`src/rtl/cnn_layer_accel_weight_sequencer.sv`:
```
// ---------------------------------------------------------------------------
// cnn_layer_accel_weight_sequencer
//
// Control FSM that walks a programmed grid of output rows x columns and, for
// each output pixel, issues C_SEQ_LEN lookups into the QUAD weight sequence
// table (gray_code / sequence_selector / seq_data_addr). A valid strobe is
// delayed by one cycle to line up with the table's registered wht_data_addr.
//
// Optional feature: define CNN_LAYER_ACCEL_WHT_SEQ_DBG_CNT_EN to build a
// saturating 32-bit count of issued entries on dbg_issue_cnt; otherwise
// dbg_issue_cnt is tied to zero.
//
// Ports:
//   clk, rst            clock, synchronous active-high reset
//   start               1-cycle job start pulse (accepted only in IDLE)
//   num_rows, num_cols  job grid size, sampled on an accepted start
//   stall               downstream backpressure, freezes the sequencer
//   busy, done          job handshake
//   gray_code           row-phase code (00,01,11,10 repeating)
//   sequence_selector   column-parity select (1 on the first pixel of a row)
//   seq_data_addr       sequence index 0..C_SEQ_LEN-1
//   seq_valid, last_seq current table request / final request of the job
//   wht_data_valid      seq_valid delayed one cycle
//   dbg_issue_cnt       issued-entry count (debug build only)
// ---------------------------------------------------------------------------
module cnn_layer_accel_weight_sequencer #(
    parameter int C_ROW_CNT_W = 10,
    parameter int C_COL_CNT_W = 10,
    parameter int C_SEQ_LEN   = 5
) (
    input  logic                   clk,
    input  logic                   rst,
    input  logic                   start,
    input  logic [C_ROW_CNT_W-1:0] num_rows,
    input  logic [C_COL_CNT_W-1:0] num_cols,
    input  logic                   stall,
    output logic                   busy,
    output logic                   done,
    output logic [1:0]             gray_code,
    output logic                   sequence_selector,
    output logic [2:0]             seq_data_addr,
    output logic                   seq_valid,
    output logic                   last_seq,
    output logic                   wht_data_valid,
    output logic [31:0]            dbg_issue_cnt
);

    localparam logic [2:0] LAST_ADDR = 3'(C_SEQ_LEN - 1);

    typedef enum logic [1:0] {
        ST_IDLE,
        ST_RUN,
        ST_DONE
    } state_e;

    state_e                 state_q, state_d;
    logic [C_ROW_CNT_W-1:0] numRows_q, numRows_d;
    logic [C_COL_CNT_W-1:0] numCols_q, numCols_d;
    logic [C_ROW_CNT_W-1:0] rowCnt_q, rowCnt_d;
    logic [C_COL_CNT_W-1:0] colCnt_q, colCnt_d;
    logic [2:0]             addr_q, addr_d;
    logic [1:0]             gray_q, gray_d;
    logic                   sel_q, sel_d;
    logic                   whtValid_q, whtValid_d;
    logic                   lastCol;
    logic                   lastEntry;
    logic                   issue;

    // Row-phase code follows a 2-bit reflected Gray sequence.
    function automatic logic [1:0] grayNext(input logic [1:0] g);
        logic [1:0] n;
        case (g)
            2'b00:   n = 2'b01;
            2'b01:   n = 2'b11;
            2'b11:   n = 2'b10;
            default: n = 2'b00;
        endcase
        return n;
    endfunction

    // State and counter registers.
    always_ff @(posedge clk) begin
        if (rst) begin
            state_q    <= ST_IDLE;
            numRows_q  <= '0;
            numCols_q  <= '0;
            rowCnt_q   <= '0;
            colCnt_q   <= '0;
            addr_q     <= '0;
            gray_q     <= 2'b00;
            sel_q      <= 1'b1;
            whtValid_q <= 1'b0;
        end else begin
            state_q    <= state_d;
            numRows_q  <= numRows_d;
            numCols_q  <= numCols_d;
            rowCnt_q   <= rowCnt_d;
            colCnt_q   <= colCnt_d;
            addr_q     <= addr_d;
            gray_q     <= gray_d;
            sel_q      <= sel_d;
            whtValid_q <= whtValid_d;
        end
    end

    // Next-state and output logic. The last entry clears the walk state
    // directly, so gray_code/sequence_selector are already at their idle
    // values during DONE.
    always_comb begin
        state_d   = state_q;
        numRows_d = numRows_q;
        numCols_d = numCols_q;
        rowCnt_d  = rowCnt_q;
        colCnt_d  = colCnt_q;
        addr_d    = addr_q;
        gray_d    = gray_q;
        sel_d     = sel_q;

        issue     = (state_q == ST_RUN) && !stall;
        lastCol   = (colCnt_q == numCols_q - C_COL_CNT_W'(1));
        lastEntry = (rowCnt_q == numRows_q - C_ROW_CNT_W'(1)) && lastCol &&
                    (addr_q == LAST_ADDR);

        case (state_q)
            ST_IDLE: begin
                if (start) begin
                    numRows_d = num_rows;
                    numCols_d = num_cols;
                    // An empty grid still completes the handshake.
                    if ((num_rows != '0) && (num_cols != '0)) begin
                        state_d = ST_RUN;
                    end else begin
                        state_d = ST_DONE;
                    end
                end
            end
            ST_RUN: begin
                if (issue) begin
                    if (lastEntry) begin
                        state_d  = ST_DONE;
                        rowCnt_d = '0;
                        colCnt_d = '0;
                        addr_d   = '0;
                        gray_d   = 2'b00;
                        sel_d    = 1'b1;
                    end else if (addr_q == LAST_ADDR) begin
                        addr_d = '0;
                        if (lastCol) begin
                            colCnt_d = '0;
                            sel_d    = 1'b1;
                            rowCnt_d = rowCnt_q + C_ROW_CNT_W'(1);
                            gray_d   = grayNext(gray_q);
                        end else begin
                            colCnt_d = colCnt_q + C_COL_CNT_W'(1);
                            sel_d    = ~sel_q;
                        end
                    end else begin
                        addr_d = addr_q + 3'd1;
                    end
                end
            end
            ST_DONE: begin
                state_d = ST_IDLE;
                gray_d  = 2'b00;
                sel_d   = 1'b1;
            end
            default: begin
                state_d = ST_IDLE;
            end
        endcase

        whtValid_d        = issue && !rst;

        busy              = (state_q != ST_IDLE);
        done              = (state_q == ST_DONE);
        seq_valid         = issue;
        last_seq          = issue && lastEntry;
        gray_code         = gray_q;
        sequence_selector = sel_q;
        seq_data_addr     = addr_q;
        wht_data_valid    = whtValid_q;
    end

`ifdef CNN_LAYER_ACCEL_WHT_SEQ_DBG_CNT_EN
    logic [31:0] dbgCnt_q;

    // Saturating issue counter, restarted by every accepted start.
    always_ff @(posedge clk) begin
        if (rst) begin
            dbgCnt_q <= '0;
        end else if ((state_q == ST_IDLE) && start) begin
            dbgCnt_q <= '0;
        end else if (issue && (dbgCnt_q != 32'hFFFF_FFFF)) begin
            dbgCnt_q <= dbgCnt_q + 32'd1;
        end
    end

    assign dbg_issue_cnt = dbgCnt_q;
`else
    assign dbg_issue_cnt = 32'd0;
`endif

endmodule

```
`config.mk`:
```
export PLATFORM = sky130hd
export DESIGN_NAME = cnn_layer_accel_weight_sequencer
export DESIGN_NICKNAME = d
export VERILOG_FILES = /design/src/rtl/cnn_layer_accel_weight_sequencer.sv
export SDC_FILE = /design/constraint.sdc
export NUM_CORES = 1
export LEC_CHECK = 0
export BUFFER_PORTS_ARGS = -buffer_cell sky130_fd_sc_hd__buf_2
export CORE_MARGIN = 4
export CORE_UTILIZATION = 48
export CTS_CLUSTER_DIAMETER = 30
export CTS_CLUSTER_SIZE = 12
export DETAILED_ROUTE_END_ITERATION = 10
export GPL_TIMING_DRIVEN = 0
export MAX_ROUTING_LAYER = met4
export PLACE_DENSITY = 0.77
export SYNTH_ARGS = -nofsm -noshare
export SYNTH_HDL_FRONTEND = slang
export SYNTH_SLANG_ARGS = --single-unit
```
`constraint.sdc`:
```
create_clock -name clk -period 4.3 [get_ports clk]
set_clock_uncertainty 0.2 [all_clocks]
set_input_delay 0.43 -clock clk [delete_from_list [all_inputs] [get_ports clk]]
set_output_delay 0.43 -clock clk [all_outputs]
set_load 0.02 [all_outputs]
```
==> flow_summary.yaml, run 1 <==
run_status:
  status: "finished, final reports clean"
critical_path:
  worstPathRequired_ns: 3.67
  reg2reg_slack_ns: 0.97
  critPathLaunchType: "flop"
  worstSetupPathType: "reg2out"
  critPathMaxFanout: 7
  crit_arrival_ns: 3.07
  cp-end-kind: "output port"
cts:
  clkSinkCount: 49
  h-tree-depth: 2
  cts_made_buffers: 5
  cts_tree: "yes"
  ctsHoldBuffers: 0
  root_buffer: "clkbuf_8"
  clk_pin_slew_ns: 0.10
  clk-insertion-delay-late_ns: 0.31
  cts_resized: 0
  cts_setup_buffers: 0
  clock_path_buffers: 2
die:
  die_x_um: 87.8
  die_h_um: 87.8
  start_util: 0.504
  fp-row-count: 28
  io_pins: 67
  die_area_mm2: 0.00771
  core_region_area_mm2: 0.00606
sta:
  finalCritPeriodShare: 0.859
  rsz0062_at_grt: "no"
  tns_ns: 0
  tightest_slew_ns: 0.791
  drv_slew: 0
  setup_viol_count_final: 0
  slew-limit-headroom: 0.469
  fmax_mhz: 271
  hold_slack_ns: 0.155
  hold_viol_final: 0
  min_period_ns: 3.70
  fin_ws_ns: 0.605
cells_and_area:
  final_common_cell: "nand2_1"
  final_area_mm2: 0.00357
  n_antenna_cell: 0
  area_growth_pct: 17.0
  fin_util: 0.590
  nFillCells: 588
  seqCellArea_um2: 981
  final_cell_mix: "nand2_1, dfxtp_1, a21oi_1, buf_2"
  final_cells: 542
  multi_input_area_mm2: 0.00185
  finalNetCount: 499
  drive_gt1_frac: 0.173
place:
  place_ws_ns: 0.971
  place_congestion: 0.884
  dp_hpwl_mm: 5.65
  placed_cells: 534
  placedInstanceArea_mm2: 0.00344
  port_buffers: 34
power:
  power_density_mw_per_mm2: 354
  p_leak_nw: 1.49
  power_mw: 1.27
  power_frac_clock: 0.312
  p_int_mw: 0.862
  switching_power_mw: 0.404
  seq_power_share: 0.407
  max-vdd-ir-drop_v: 0.000246
  p_comb_frac: 0.281
  switching_share: 0.319
grt:
  grt_pass1_wl_mm: 11.6
  grt_antenna_before_repair: 0
  global_route.overflow_total: 0
  grt_use_total: 0.193
  grt_max_degree: 17
  grt_pass1_vias: 2563
yosys:
  ys_warn_count: 0
  syn_inst: 394
  ys_ff_latch: 49
  seq_area_frac_synth: 0.321
  yosysUniqueCellTypes: 54
  syn-cell-area_mm2: 0.00306
  synth-edff-count: 0
  avgSynthCellArea_um2: 7.75
  async_reset_ff_frac: 0
  synthFlopType: "dfxtp_1"
drt:
  drt_first_pass_iters: 4
  wl_per_cell_um: 13.1
  drc: 0
  routed-via-count: 2850
  vias_per_cell: 5.26
  ant_nets: 0
  routed_wl_mm: 7.11
  initialDrtViolationCount: 157
min_path:
  hold_class: "in2reg"
flow_run:
  maxCapViolations: 0
## Yosys cell counts (all sizes together) (2+ instances only)
cell type / count / area, µm²
nand3b: 4 / 30.0
xnor2: 19 / 166
o211ai: 2 / 15.0
a21oi: 35 / 175
o21ai: 14 / 70.1
nor3: 7 / 35.0
or3: 5 / 31.3
nor2b: 2 / 12.5
o31ai: 6 / 50.1
nor4: 8 / 50.1
or4: 7 / 56.3
nand2: 58 / 218
nor3b: 2 / 15.0
nand2b: 4 / 25.0
inv: 12 / 45.0
buf: 34 / 249
a2111oi: 3 / 26.3
a211oi: 2 / 15.0
ha: 9 / 113
o2111ai: 2 / 17.5
and4: 3 / 26.3
nor2: 29 / 109
nand4: 8 / 50.1
nand4b: 2 / 17.5
nand3: 13 / 65.1
dfxtp: 49 / 981
clkbuf: 12 / 45.0
xor2: 17 / 149
and2: 2 / 12.5
and3: 5 / 31.3
## state kept, by name, indices dropped and copies added (netlist names), 2 cells and up
| register | flops |
|---|---|
| state_q | 2 |
| seq_data_addr | 3 |
| gray_code | 2 |
| rowCnt_q | 10 |
| numRows_q | 10 |
| colCnt_q | 10 |
| numCols_q | 10 |
## routing by layer
metal / GRT usage / vias up / routed length (µm)
met5: - / - / 0
met4: 0.0446 / 0 / 95
met2: 0.325 / 94 / 3320
met1: 0.239 / 1282 / 3080
li1: - / 1465 / -
met3: 0.0367 / 9 / 608
## final timing paths
kind / startpoint / end / depth (start not counted)
hold / removal: num_rows[2] / numRows_q[2]$_SDFFE_PP0P_ / 3
setup reg to reg: numCols_q[2]$_SDFFE_PP0P_ / rowCnt_q[0]$_SDFFE_PP0P_ / 9
hold reg to reg: gray_code[1]$_SDFFE_PP0P_ / gray_code[1]$_SDFFE_PP0P_ / 2
setup / recovery: numCols_q[2]$_SDFFE_PP0P_ / last_seq / 7
## layout make-up
type                    instances  area share
multi-input cells             317       0.517
flip-flops and latches         49       0.275
plain buffers                  46      0.0823
repair buffers                 34      0.0476
well taps                      75      0.0263
clock buffers                   5      0.0193
clock inverters                 3      0.0193
inverters                      13      0.0137
## power groups by stage
stage               Sequential (mW)  Combinational (mW)  Clock (mW)
floorplan                     0.528               0.267           0
global placement              0.523               0.342           0
detailed placement            0.526               0.351           0
CTS                           0.516               0.352       0.400
global route                  0.521               0.398       0.415
finish                        0.516               0.355       0.395
## cell families (layout without fill, tap and decap cells)
kind of cell | after synthesis | in the layout | synth area share
compound gates | 77 | 77 | 0.158
xor+xnor | 36 | 36 | 0.103
fa+ha+maj | 9 | 9 | 0.0369
buf+inv | 59 | 101 | 0.112
flops | 49 | 49 | 0.321
other cells | 1 | 32 | 0.00123
simple gates | 163 | 163 | 0.268
## worst max-delay path: stages, from the launching register on
cell	delay (ns)
dfxtp_1	0.38
or4_4	0.58
or4_1	0.41
a21oi_1	0.15
a211oi_1	0.19
or4_1	0.62
nor3_1	0.23
buf_2	0.21
Note: power is estimated with default switching activity, not from simulation.
==> inputs of run 2 (changes only) <==
==> constraint.sdc (replaced) <==
create_clock -name clk -period 4.3 [get_ports clk]
set_clock_uncertainty 0.2 [all_clocks]
set_input_delay 1.075 -clock clk [delete_from_list [all_inputs] [get_ports clk]]
set_output_delay 1.075 -clock clk [all_outputs]
set_load 0.02 [all_outputs]
==> flow_summary.yaml, run 2 (synthesized netlist as in run 1, its figures left out) <==
drt:
  initialDrtViolationCount: 158
  drc: 0
  vias_per_cell: 5.21
  routed-via-count: 2826
  routed_wl_mm: 7.04
  ant_nets: 0
  wl_per_cell_um: 13.0
  drt_first_pass_iters: 4
flow_run:
  maxCapViolations: 0
cells_and_area:
  final_common_cell: "nand2_1"
  drive_gt1_frac: 0.191
  finalNetCount: 499
  final_cell_mix: "nand2_1, dfxtp_1, a21oi_1, buf_2, buf_4"
  multi_input_area_mm2: 0.00188
  final_area_mm2: 0.00361
  area_growth_pct: 18.3
  n_antenna_cell: 0
  seqCellArea_um2: 983
  nFillCells: 580
cts:
  clk_pin_slew_ns: 0.10
  h-tree-depth: 2
  clkSinkCount: 49
  clk-insertion-delay-late_ns: 0.31
  clock_path_buffers: 2
  cts_made_buffers: 5
  cts_tree: "yes"
  root_buffer: "clkbuf_8"
  ctsHoldBuffers: 0
  cts_setup_buffers: 0
place:
  place_congestion: 0.884
  placedInstanceArea_mm2: 0.00344
  dp_hpwl_mm: 5.65
  place_ws_ns: 0.326
  port_buffers: 34
die:
  die_x_um: 87.8
  core_region_area_mm2: 0.00606
  fp-row-count: 28
  io_pins: 67
  die_area_mm2: 0.00771
  start_util: 0.504
  die_h_um: 87.8
critical_path:
  worstPathRequired_ns: 3.02
  ff2ff_path_depth: 8
  path_cells: "or4_4 -> or4_1 -> a21oi_2 -> a211oi_4 -> or4_4 -> nor3_2 -> buf_4"
  critPathMaxFanout: 7
  cp-end-kind: "output port"
  critPathLaunchType: "flop"
  worstSetupPathType: "reg2out"
  cp_common_cell: "or4_4"
  critical-path-slowest-cell: "or4_4"
  cp_num_buf_inv: 1
  critPathTopFamily: "simple AND/OR/NAND/NOR gates"
  worst_path_largest_cell_delay_ns: 0.59
  cp_num_cells: 7
  crit_arrival_ns: 2.88
  reg2reg_slack_ns: 1.05
sta:
  min_period_ns: 4.16
  finalCritPeriodShare: 0.967
  setup_viol_count_final: 0
  rsz0062_at_grt: "no"
  fin_ws_ns: 0.142
  fmax_mhz: 241
  hold_viol_final: 0
  tns_ns: 0
  drv_slew: 0
  slew-limit-headroom: 0.461
  tightest_slew_ns: 0.789
power:
  p_leak_nw: 1.50
  max-vdd-ir-drop_v: 0.000247
  power_mw: 1.28
  power_density_mw_per_mm2: 354
grt:
  grt_max_degree: 17
  grt_use_total: 0.193
  global_route.overflow_total: 0
  grt_pass1_wl_mm: 11.6
  grt_pass1_vias: 2559
  grt_antenna_before_repair: 0
run_status:
  status: "finished, final reports clean"
min_path:
  holdPathStages: 2
  hold_class: "reg2reg"
-- run 2: path summary, 6_finish.rpt --
kind | from | to
max | numCols_q[2]$_SDFFE_PP0P_ | last_seq
min | numCols_q[9]$_SDFFE_PP0P_ | numCols_q[9]$_SDFFE_PP0P_
max reg2reg | numCols_q[2]$_SDFFE_PP0P_ | colCnt_q[3]$_SDFFE_PP0P_
min reg2reg | numCols_q[9]$_SDFFE_PP0P_ | numCols_q[9]$_SDFFE_PP0P_
-- run 2: worst reg2reg max path, delay by kind of cell (launching register included) --
| family | cells | cell delay (ns) |
|---|---|---|
| buf+inv | 1 | 0.19 |
| compound gates | 3 | 0.87 |
| flops | 1 | 0.36 |
| simple gates | 4 | 1.51 |
-- run 2: per-layer routing --
layer  part of all wire  vias up  track usage  wire length (µm)
met5                  0        -            -                 0
met4              0.011        0       0.0488                80
met3              0.090        9       0.0386               636
met2               0.47       83        0.318              3280
met1               0.43     1263        0.240              3050
li1                   -     1471            -                 -
-- run 2: what timing repair did --
action                                  4_1_cts  5_1_grt
pin swaps                                     0        1
endpoints found under the setup margin        1        1
endpoints found under the hold margin         0        0
resized for setup                             4        8
-- run 2: power by group --
group	total [mW]	internal (mW)	switching [mW]	leakage, nW
combinational	0.368	0.149	0.219	1.03
clock	0.395	0.234	0.160	0.0687
sequential	0.516	0.484	0.0326	0.399
total	1.28	0.867	0.412	1.50
-- run 2: area by class of cell --
| class | instances | area share |
|---|---|---|
| Timing Repair Buffer | 34 | 0.0478 |
| Clock inverter | 3 | 0.0190 |
| Inverter | 13 | 0.0135 |
| Sequential cell | 49 | 0.272 |
| Buffer | 46 | 0.0813 |
| Tap cell | 75 | 0.0260 |
| Clock buffer | 5 | 0.0190 |
| Multi-Input combinational cell | 317 | 0.521 |
-- run 2: metrics by stage --
step / utilization / instances / hold slack (ns)
floorplan: - / 425 / 0.248
finish: 0.596 / 542 / 0.282
global route: 0.596 / 542 / 0.300
detailed placement: 0.567 / 534 / 0.270
global placement: 0.567 / 534 / 0.259
CTS: 0.592 / 542 / 0.282
